--- src/rtl/mem_bus_ctrl.sv ---
// -----------------------------------------------------------------------------
// mem_bus_ctrl
//   Memory bus controller sitting directly downstream of the cpu core. It takes
//   a read or write request from the control unit, latches the MAR address and
//   the MDR write data, and runs a 4-phase req/ack handshake to external memory:
//       IDLE -> REQ (ext_req high until ack) -> RELEASE (wait ack low) -> IDLE
//   Read data is captured on the acknowledging edge and returned on rdata with a
//   one-cycle rdata_valid pulse. busy stalls the control unit for the whole
//   transaction; requests seen while busy are dropped, never queued.
//
//   Optional feature macro: MEM_BUS_CTRL_TIMEOUT_EN
//     When defined, a REQ phase that sees no ack for TIMEOUT_CYCLES cycles is
//     aborted: ext_req drops, sticky bus_err is set, and a read completes with
//     rdata=0 plus an rdata_valid pulse so the control unit cannot hang.
//     When undefined, REQ waits indefinitely and bus_err stays 0.
//
// Ports
//   clk          in   1           rising-edge clock
//   rst_n        in   1           asynchronous active-low reset
//   mem_rd       in   1           read request from control
//   mem_wr       in   1           write request from control (mem_rd wins if both)
//   addr         in   ADDR_WIDTH  address (MAR value)
//   wdata        in   DATA_WIDTH  write data (MDR value)
//   rdata        out  DATA_WIDTH  registered read data, to MDR load path
//   rdata_valid  out  1           one-cycle pulse: rdata updated
//   busy         out  1           transaction in flight; requests ignored
//   bus_err      out  1           sticky timeout flag, cleared by next request
//   ext_addr     out  ADDR_WIDTH  latched address to memory
//   ext_wdata    out  DATA_WIDTH  latched write data to memory
//   ext_we       out  1           1 = write, 0 = read; valid while ext_req
//   ext_req      out  1           request, held until ext_ack seen
//   ext_ack      in   1           memory acknowledge; read data valid with it
//   ext_rdata    in   DATA_WIDTH  memory read data, sampled with ext_ack
// -----------------------------------------------------------------------------
module mem_bus_ctrl #(
    parameter int ADDR_WIDTH     = 32,
    parameter int DATA_WIDTH     = 32,
    parameter int TIMEOUT_CYCLES = 255,
    parameter int TO_WIDTH       = 8
) (
    input  logic                  clk,
    input  logic                  rst_n,
    input  logic                  mem_rd,
    input  logic                  mem_wr,
    input  logic [ADDR_WIDTH-1:0] addr,
    input  logic [DATA_WIDTH-1:0] wdata,
    output logic [DATA_WIDTH-1:0] rdata,
    output logic                  rdata_valid,
    output logic                  busy,
    output logic                  bus_err,
    output logic [ADDR_WIDTH-1:0] ext_addr,
    output logic [DATA_WIDTH-1:0] ext_wdata,
    output logic                  ext_we,
    output logic                  ext_req,
    input  logic                  ext_ack,
    input  logic [DATA_WIDTH-1:0] ext_rdata
);

    typedef enum logic [1:0] {
        ST_IDLE    = 2'd0,
        ST_REQ     = 2'd1,
        ST_RELEASE = 2'd2
    } state_t;

    state_t                  state_r;
    state_t                  state_nxt_s;
    logic                    accept_s;
    logic                    done_s;
    logic                    abort_s;
    logic                    timeout_hit_s;

    logic [DATA_WIDTH-1:0]   rdata_r;
    logic                    rdata_valid_r;
    logic                    busy_r;
    logic                    bus_err_r;
    logic [ADDR_WIDTH-1:0]   ext_addr_r;
    logic [DATA_WIDTH-1:0]   ext_wdata_r;
    logic                    ext_we_r;
    logic                    ext_req_r;

`ifdef MEM_BUS_CTRL_TIMEOUT_EN
    // The abort fires on the edge that ends the TIMEOUT_CYCLES-th REQ cycle
    // without ack, so ext_req is high for exactly TIMEOUT_CYCLES cycles.
    localparam logic [TO_WIDTH-1:0] TO_LAST = TO_WIDTH'(TIMEOUT_CYCLES - 1);

    logic [TO_WIDTH-1:0] to_cnt_r;

    assign timeout_hit_s = (to_cnt_r == TO_LAST);

    // Timeout counter: cleared on REQ entry, counts REQ cycles without ack.
    always_ff @(posedge clk or negedge rst_n) begin
        if (!rst_n) begin
            to_cnt_r <= {TO_WIDTH{1'b0}};
        end else if (accept_s) begin
            to_cnt_r <= {TO_WIDTH{1'b0}};
        end else if ((state_r == ST_REQ) && !ext_ack) begin
            to_cnt_r <= to_cnt_r + TO_WIDTH'(1);
        end
    end
`else
    logic [TO_WIDTH-1:0] unused_to_limit_s;

    assign timeout_hit_s     = 1'b0;
    assign unused_to_limit_s = TO_WIDTH'(TIMEOUT_CYCLES);
`endif

    // FSM state register.
    always_ff @(posedge clk or negedge rst_n) begin
        if (!rst_n) begin
            state_r <= ST_IDLE;
        end else begin
            state_r <= state_nxt_s;
        end
    end

    // FSM next-state and per-edge event decode.
    always_comb begin
        state_nxt_s = state_r;
        accept_s    = 1'b0;
        done_s      = 1'b0;
        abort_s     = 1'b0;
        case (state_r)
            ST_IDLE: begin
                if (mem_rd || mem_wr) begin
                    accept_s    = 1'b1;
                    state_nxt_s = ST_REQ;
                end else begin
                    state_nxt_s = ST_IDLE;
                end
            end
            ST_REQ: begin
                // An ack on the timeout edge still counts as normal completion.
                if (ext_ack) begin
                    done_s      = 1'b1;
                    state_nxt_s = ST_RELEASE;
                end else if (timeout_hit_s) begin
                    abort_s     = 1'b1;
                    state_nxt_s = ST_RELEASE;
                end else begin
                    state_nxt_s = ST_REQ;
                end
            end
            ST_RELEASE: begin
                if (!ext_ack) begin
                    state_nxt_s = ST_IDLE;
                end else begin
                    state_nxt_s = ST_RELEASE;
                end
            end
            default: begin
                state_nxt_s = ST_IDLE;
            end
        endcase
    end

    // Registered outputs and request latches.
    always_ff @(posedge clk or negedge rst_n) begin
        if (!rst_n) begin
            rdata_r       <= {DATA_WIDTH{1'b0}};
            rdata_valid_r <= 1'b0;
            busy_r        <= 1'b0;
            bus_err_r     <= 1'b0;
            ext_addr_r    <= {ADDR_WIDTH{1'b0}};
            ext_wdata_r   <= {DATA_WIDTH{1'b0}};
            ext_we_r      <= 1'b0;
            ext_req_r     <= 1'b0;
        end else begin
            // Derived from next state so they line up with the state register.
            busy_r        <= (state_nxt_s != ST_IDLE);
            ext_req_r     <= (state_nxt_s == ST_REQ);
            rdata_valid_r <= 1'b0;

            if (accept_s) begin
                ext_addr_r  <= addr;
                ext_wdata_r <= wdata;
                ext_we_r    <= mem_wr & ~mem_rd;
                bus_err_r   <= 1'b0;
            end

            if (done_s && !ext_we_r) begin
                rdata_r       <= ext_rdata;
                rdata_valid_r <= 1'b1;
            end

            // abort_s is constant 0 without the timeout feature, so bus_err
            // stays tied low in that build.
            if (abort_s) begin
                bus_err_r <= 1'b1;
                if (!ext_we_r) begin
                    rdata_r       <= {DATA_WIDTH{1'b0}};
                    rdata_valid_r <= 1'b1;
                end
            end
        end
    end

    assign rdata       = rdata_r;
    assign rdata_valid = rdata_valid_r;
    assign busy        = busy_r;
    assign bus_err     = bus_err_r;
    assign ext_addr    = ext_addr_r;
    assign ext_wdata   = ext_wdata_r;
    assign ext_we      = ext_we_r;
    assign ext_req     = ext_req_r;

endmodule
--- config.mk ---
export PLATFORM = sky130hd
export DESIGN_NAME = mem_bus_ctrl
export DESIGN_NICKNAME = d
export VERILOG_FILES = /design/src/rtl/mem_bus_ctrl.sv
export SDC_FILE = /design/constraint.sdc
export NUM_CORES = 1
export LEC_CHECK = 0
export CAP_MARGIN = 20
export CORE_ASPECT_RATIO = 0.9
export CORE_MARGIN = 2
export CORE_UTILIZATION = 41
export DETAILED_ROUTE_END_ITERATION = 10
export PLACE_DENSITY_LB_ADDON = 0.2
export SKIP_CTS_REPAIR_TIMING = 1
export SYNTH_ARGS = -nofsm -noshare
export SYNTH_HDL_FRONTEND = slang
export SYNTH_SLANG_ARGS = --single-unit
--- constraint.sdc ---
create_clock -name clk -period 1.9 [get_ports clk]
set_input_delay 0.285 -clock clk [delete_from_list [all_inputs] [get_ports clk]]
set_output_delay 0.285 -clock clk [all_outputs]
set_load 0.02 [all_outputs]
==> flow_summary.yaml, run 1 <==
status:
  status: "finished clean"
floorplanning:
  die_area_mm2: 0.01101
  fp-row-count: 34
  io_pins: 202
  core_mm2: 0.009784
  start_util_pct: 42.67
  die_x_um: 110.4
  fp.dieH_um: 99.74
power_and_ir_drop:
  leakagePower_uw: 0.002819
  p_sw_uw: 4132
  combPwrFrac_pct: 52.7
  power_density_mw_per_mm2: 1858
  swShare_pct: 33.83
  intPower_uw: 8083
  clockPowerShare_pct: 15.0
  pwr-share-seq_pct: 32.3
  ir_worst_vdd_v: 0.0009074
synth:
  synthArstFlopShare_pct: 100.0
  synth.distinct_cells: 18
  yosys_warnings: 0
  yosysSeqAreaShare_pct: 61.13
  netlist_area_mm2: 0.004175
  synth-edff-count: 0
  synth_top_area_cell: "dfrtp_1"
  synthTopCellsByCount: "dfrtp_1 (102), mux2_4 (60), mux2_2 (36), buf_12 (7), buf_6 (5)"
  yosys_most_used_dff: "dfrtp_1"
  yosysTopAreaCellShare_pct: 61.13
  synth_nets: 326
  syn_area_per_cell_um2: 18.56
  synth_area_leaders: "dfrtp_1 (61%), mux2_4 (22%), mux2_2 (9.7%)"
  synthCells: 225
  synth.ff_latch_count: 102
  synth_most_common_cell: "dfrtp_1"
setup_path:
  arrival_ns: 1.42
  crit_required_ns: 1.62
  max_stage_delay_ns: 0.66
  crit_type: "flop to primary output"
  cp_max_fo: 3
  cp-end-kind: "primary output"
  slowest_stage: "clkdlybuf4s50_1"
  critical_path_buf_inv_count: 1
  cp_top_family: "buffers and inverters"
  crit_chain: "clkdlybuf4s50_1"
  setup.worst_path.start_class: "flop"
timing:
  drv_slew: 0
  finClkSkew_ns: 0.007098
  rsz0062_at_grt: "false"
  hold_violations: 0
  setup_viol: 0
  period_share_pct: 89.71
  min_period_ns: 1.705
  holdWs_ns: 0.5030
  tns_ns: 0
  fmax_ghz: 0.5867
routing:
  firstDrtPassIters: 4
  drc: 0
  routedWlPerCell_um: 16.83
  ant_nets: 0
  routed_wl_mm: 9.478
  dr_total_vias: 2562
  first_iter_violations: 65
  viasPerCell: 4.551
clock_tree:
  htree_levels: 3
  numClockSinks: 102
  cts_tree: "done"
  clockBufferDepth: 2
  insertion_delay_ns: 0.33
  path_clk_slew_ns: 0.07
  numCtsBuffers: 9
  root_buffer: "clkbuf_16"
grt:
  grt_pass1_vias: 2733
  grt_pass1_wl_mm: 14.28
  antenna_found_initial: 0
  grt_max_degree: 37
  grt_use_total_pct: 17.15
  grt_overflow: 0
cells_and_area:
  drive_gt1_share_pct: 28.38
  antennaDiodeCount: 0
  areaGrowthSynthToFinish_pct: 57.48
  fin_nets: 533
min_path:
  hold_class: "primary input to asynchronous set/reset pin"
place:
  place.port_buffers: 200
  hpwl_mm: 6.959
  place.gp.congestion: 0.6847
run:
  cap_violations: 0
[sequential cells by signal, summed over array words and instances, names as in the netlist]
| name | cells |
|---|---|
| ext_addr | 32 |
| ext_wdata | 32 |
| state_r | 2 |
| busy | 1 |
| rdata_valid | 1 |
| ext_we | 1 |
| ext_req | 1 |
| rdata | 32 |
[power groups by stage]
stage | Clock [uW] | Combinational [uW] | Sequential, uW
final | 1830 | 6440 | 3940
after global routing | 1990 | 6750 | 4090
after CTS | 1880 | 6520 | 3960
after detailed placement | 0 | 6500 | 3960
after global placement | 0 | 6400 | 3940
after floorplan | 0 | 2580 | 5230
[layout by cell type, fill, tap and decap left out, types with 2 or more instances in the layout]
cell	synthesis	final
clkinvlp_4	0	2
clkdlybuf4s50_1	0	199
buf_4	1	3
a21oi_1	2	2
buf_12	7	6
a211oi_1	2	2
dfrtp_1	102	102
clkbuf_16	0	9
mux2_4	60	60
mux2_2	36	36
[area by class of cell]
type | instances | area (um^2)
Fill cell | 738 | 3209
Sequential cell | 102 | 2552
Timing Repair Buffer | 209 | 2145
Multi-Input combinational cell | 110 | 1419
Clock buffer | 11 | 242.7
Tap cell | 126 | 157.7
Clock inverter | 5 | 58.81
[routing by layer]
layer	track usage (%)	share of wire, %	up-vias
met5	0	0	-
met3	5.701	7.3	8
met4	3.558	1.1	0
li1	-	-	1196
met2	29.73	52	104
met1	20.81	40	1254
[final timing paths]
check,slack (ns),start,cells after the start,endpoint
max,0.20,ext_we,1,ext_we
min,0.50,rst_n,2,rdata[14]
max reg2reg,0.29,state_r[0],4,ext_wdata[18]
min reg2reg,0.51,rdata[12],1,rdata[12]
max in group asynchronous,0.83,rst_n,3,ext_wdata[25]
min in group clk,0.51,rdata[12],1,rdata[12]
[cells by family (layout without fill, tap and decap cells)]
logic type / count (synthesis) / in the layout / synth area share (%)
DFF: 102 / 102 / 61.13
muxes: 96 / 96 / 31.29
buffers and inverters: 13 / 225 / 4.884
AOI/OAI and AO/OA: 6 / 6 / 1.109
and+or+nand+nor: 6 / 6 / 1.289
other: 1 / 1 / 0.08981
xor gates and xnor gates: 1 / 1 / 0.2098
[stage by stage]
step	worst slack (ns)	area (um^2)	util (%)	std cells	power, uW
floorplan	0.4690	4175	-	225	7808
global placement	0.1484	6264	64.02	546	10340
detailed placement	0.1021	6264	64.02	546	10460
CTS	0.1823	6565	67.10	562	12360
global route	0.1530	6575	67.20	563	12820
finish	0.1954	6575	67.20	563	12210
(Power assumes the default switching activity.)
==> run 2: changes to the inputs <==
--- a/config.mk
+++ b/config.mk
@@ -12,6 +12,7 @@
 export DETAILED_ROUTE_END_ITERATION = 10
 export PLACE_DENSITY_LB_ADDON = 0.2
 export SKIP_CTS_REPAIR_TIMING = 1
+export SKIP_LAST_GASP = 1
 export SYNTH_ARGS = -nofsm -noshare
 export SYNTH_HDL_FRONTEND = slang
 export SYNTH_SLANG_ARGS = --single-unit
==> results of run 2 <==
Final layout, timing and power as in run 1 (identical DEF).
==> run 3: changes to the inputs <==
--- a/config.mk
+++ b/config.mk
@@ -10,7 +10,7 @@
 export CORE_MARGIN = 2
 export CORE_UTILIZATION = 41
 export DETAILED_ROUTE_END_ITERATION = 10
-export PLACE_DENSITY_LB_ADDON = 0.2
+export PLACE_DENSITY = 0.81
 export SKIP_CTS_REPAIR_TIMING = 1
 export SKIP_LAST_GASP = 1
 export SYNTH_ARGS = -nofsm -noshare
==> flow_summary.yaml, run 3 (same netlist as run 1, synthesis figures left out) <==
status:
  status: "finished clean"
timing:
  tns_ns: 0
  rsz0062_at_grt: "false"
  drv_slew: 0
  hold_violations: 0
  finClkSkew_ns: 0.004994
  fmax_ghz: 0.5959
  period_share_pct: 88.32
  min_period_ns: 1.678
  setup_viol: 0
place:
  place.gp.congestion: 0.7188
  hpwl_mm: 7.065
  place.port_buffers: 200
  placed_area_mm2: 0.006236
power_and_ir_drop:
  leakagePower_uw: 0.002790
  power_density_mw_per_mm2: 1849
  power_uw: 12040
  ir_worst_vdd_v: 0.0009236
grt:
  grt.busiest_layer: "met2"
  grt_use_met2_pct: 28.98
  antenna_found_initial: 0
  grt_util_met1_pct: 19.80
  grt_max_degree: 42
  met3_usage_pct: 7.012
  grt_pass1_wl_mm: 14.34
  grt_use_total_pct: 16.98
  grt_pass1_vias: 2869
  grt_overflow: 0
floorplanning:
  core_mm2: 0.009784
  fp.dieH_um: 99.74
  io_pins: 202
  start_util_pct: 42.67
  die_area_mm2: 0.01101
  die_x_um: 110.4
  fp-row-count: 34
min_path:
  hold_class: "primary input to asynchronous set/reset pin"
cells_and_area:
  stdcell_area_mm2: 0.006513
  fin_nets: 531
  antennaDiodeCount: 0
  final_common_cell: "clkdlybuf4s50_1"
  areaGrowthSynthToFinish_pct: 55.98
  ff_latch_area_mm2: 0.002552
  drive_gt1_share_pct: 27.65
  multi_input_area_mm2: 0.001419
  layout_common_cells: "clkdlybuf4s50_1 (199), dfrtp_1 (102), mux2_4 (60)"
  fillers: 756
routing:
  first_iter_violations: 91
  routed_wl_mm: 9.440
  routedWlPerCell_um: 16.86
  drc: 0
  dr_total_vias: 2624
  ant_nets: 0
  firstDrtPassIters: 4
  viasPerCell: 4.686
setup_path:
  crit-reg2reg-launch: "state_r[1]"
  cp_max_fo: 3
  critical_path_buf_inv_count: 1
  crit_type: "flop to primary output"
  crit_chain: "clkdlybuf4s50_1"
  cp-end-kind: "primary output"
  slowest_stage: "clkdlybuf4s50_1"
  setup.worst_path.start_class: "flop"
  arrival_ns: 1.39
  max_stage_delay_ns: 0.66
  timing.critical_path.from: "ext_we"
  cp_top_family: "buffers and inverters"
  crit_required_ns: 1.62
clock_tree:
  root_buffer: "clkbuf_16"
  numCtsBuffers: 9
  insertion_delay_ns: 0.33
  clockBufferDepth: 2
  path_clk_slew_ns: 0.07
  cts_tree: "done"
  numClockSinks: 102
  htree_levels: 3
run:
  cap_violations: 0
## run 3: final timing paths
| path | depth (start not counted) | endpoint | slack (ns) |
|---|---|---|---|
| max in group asynchronous | 3 | ext_wdata[5] | 0.84 |
| max | 1 | ext_we | 0.22 |
| max reg2reg | 4 | ext_addr[31] | 0.30 |
| min reg2reg | 1 | rdata[1] | 0.50 |
| min in group clk | 1 | rdata[1] | 0.50 |
| min | 2 | rdata[24] | 0.49 |
## run 3: power by group
| part | switching (uW) | internal (uW) |
|---|---|---|
| Sequential | 656 | 3290 |
| Clock | 766 | 892 |
| Combinational | 2730 | 3710 |
## run 3: cell type report
class                      instances  share of cell area [%]
tap                              126                   2.421
clock buffer                      11                   3.573
clock inverter                     4                  0.5187
timing repair buffer             207                   32.51
multi-input combinational        110                   21.79
sequential                       102                   39.19
## run 3: metal layers
metal | vias up | routed length [um]
li1 | 1199 | -
met1 | 1305 | 3657
met2 | 113 | 4754
met3 | 7 | 944
met4 | 0 | 85
met5 | - | 0
## run 3: through the flow
stage          worst slack (ns)  util, %  hold WS (ns)  cells
2_1_floorplan            0.4690        -      -0.01059    225
3_5_place_dp            0.05766    63.73        0.2865    544
5_1_grt                  0.1891    66.56        0.5199    560
3_3_place_gp             0.1111    63.73        0.2813    544
6_report                 0.2220    66.56        0.4862    560
4_1_cts                  0.1987    66.46      -0.07247    559
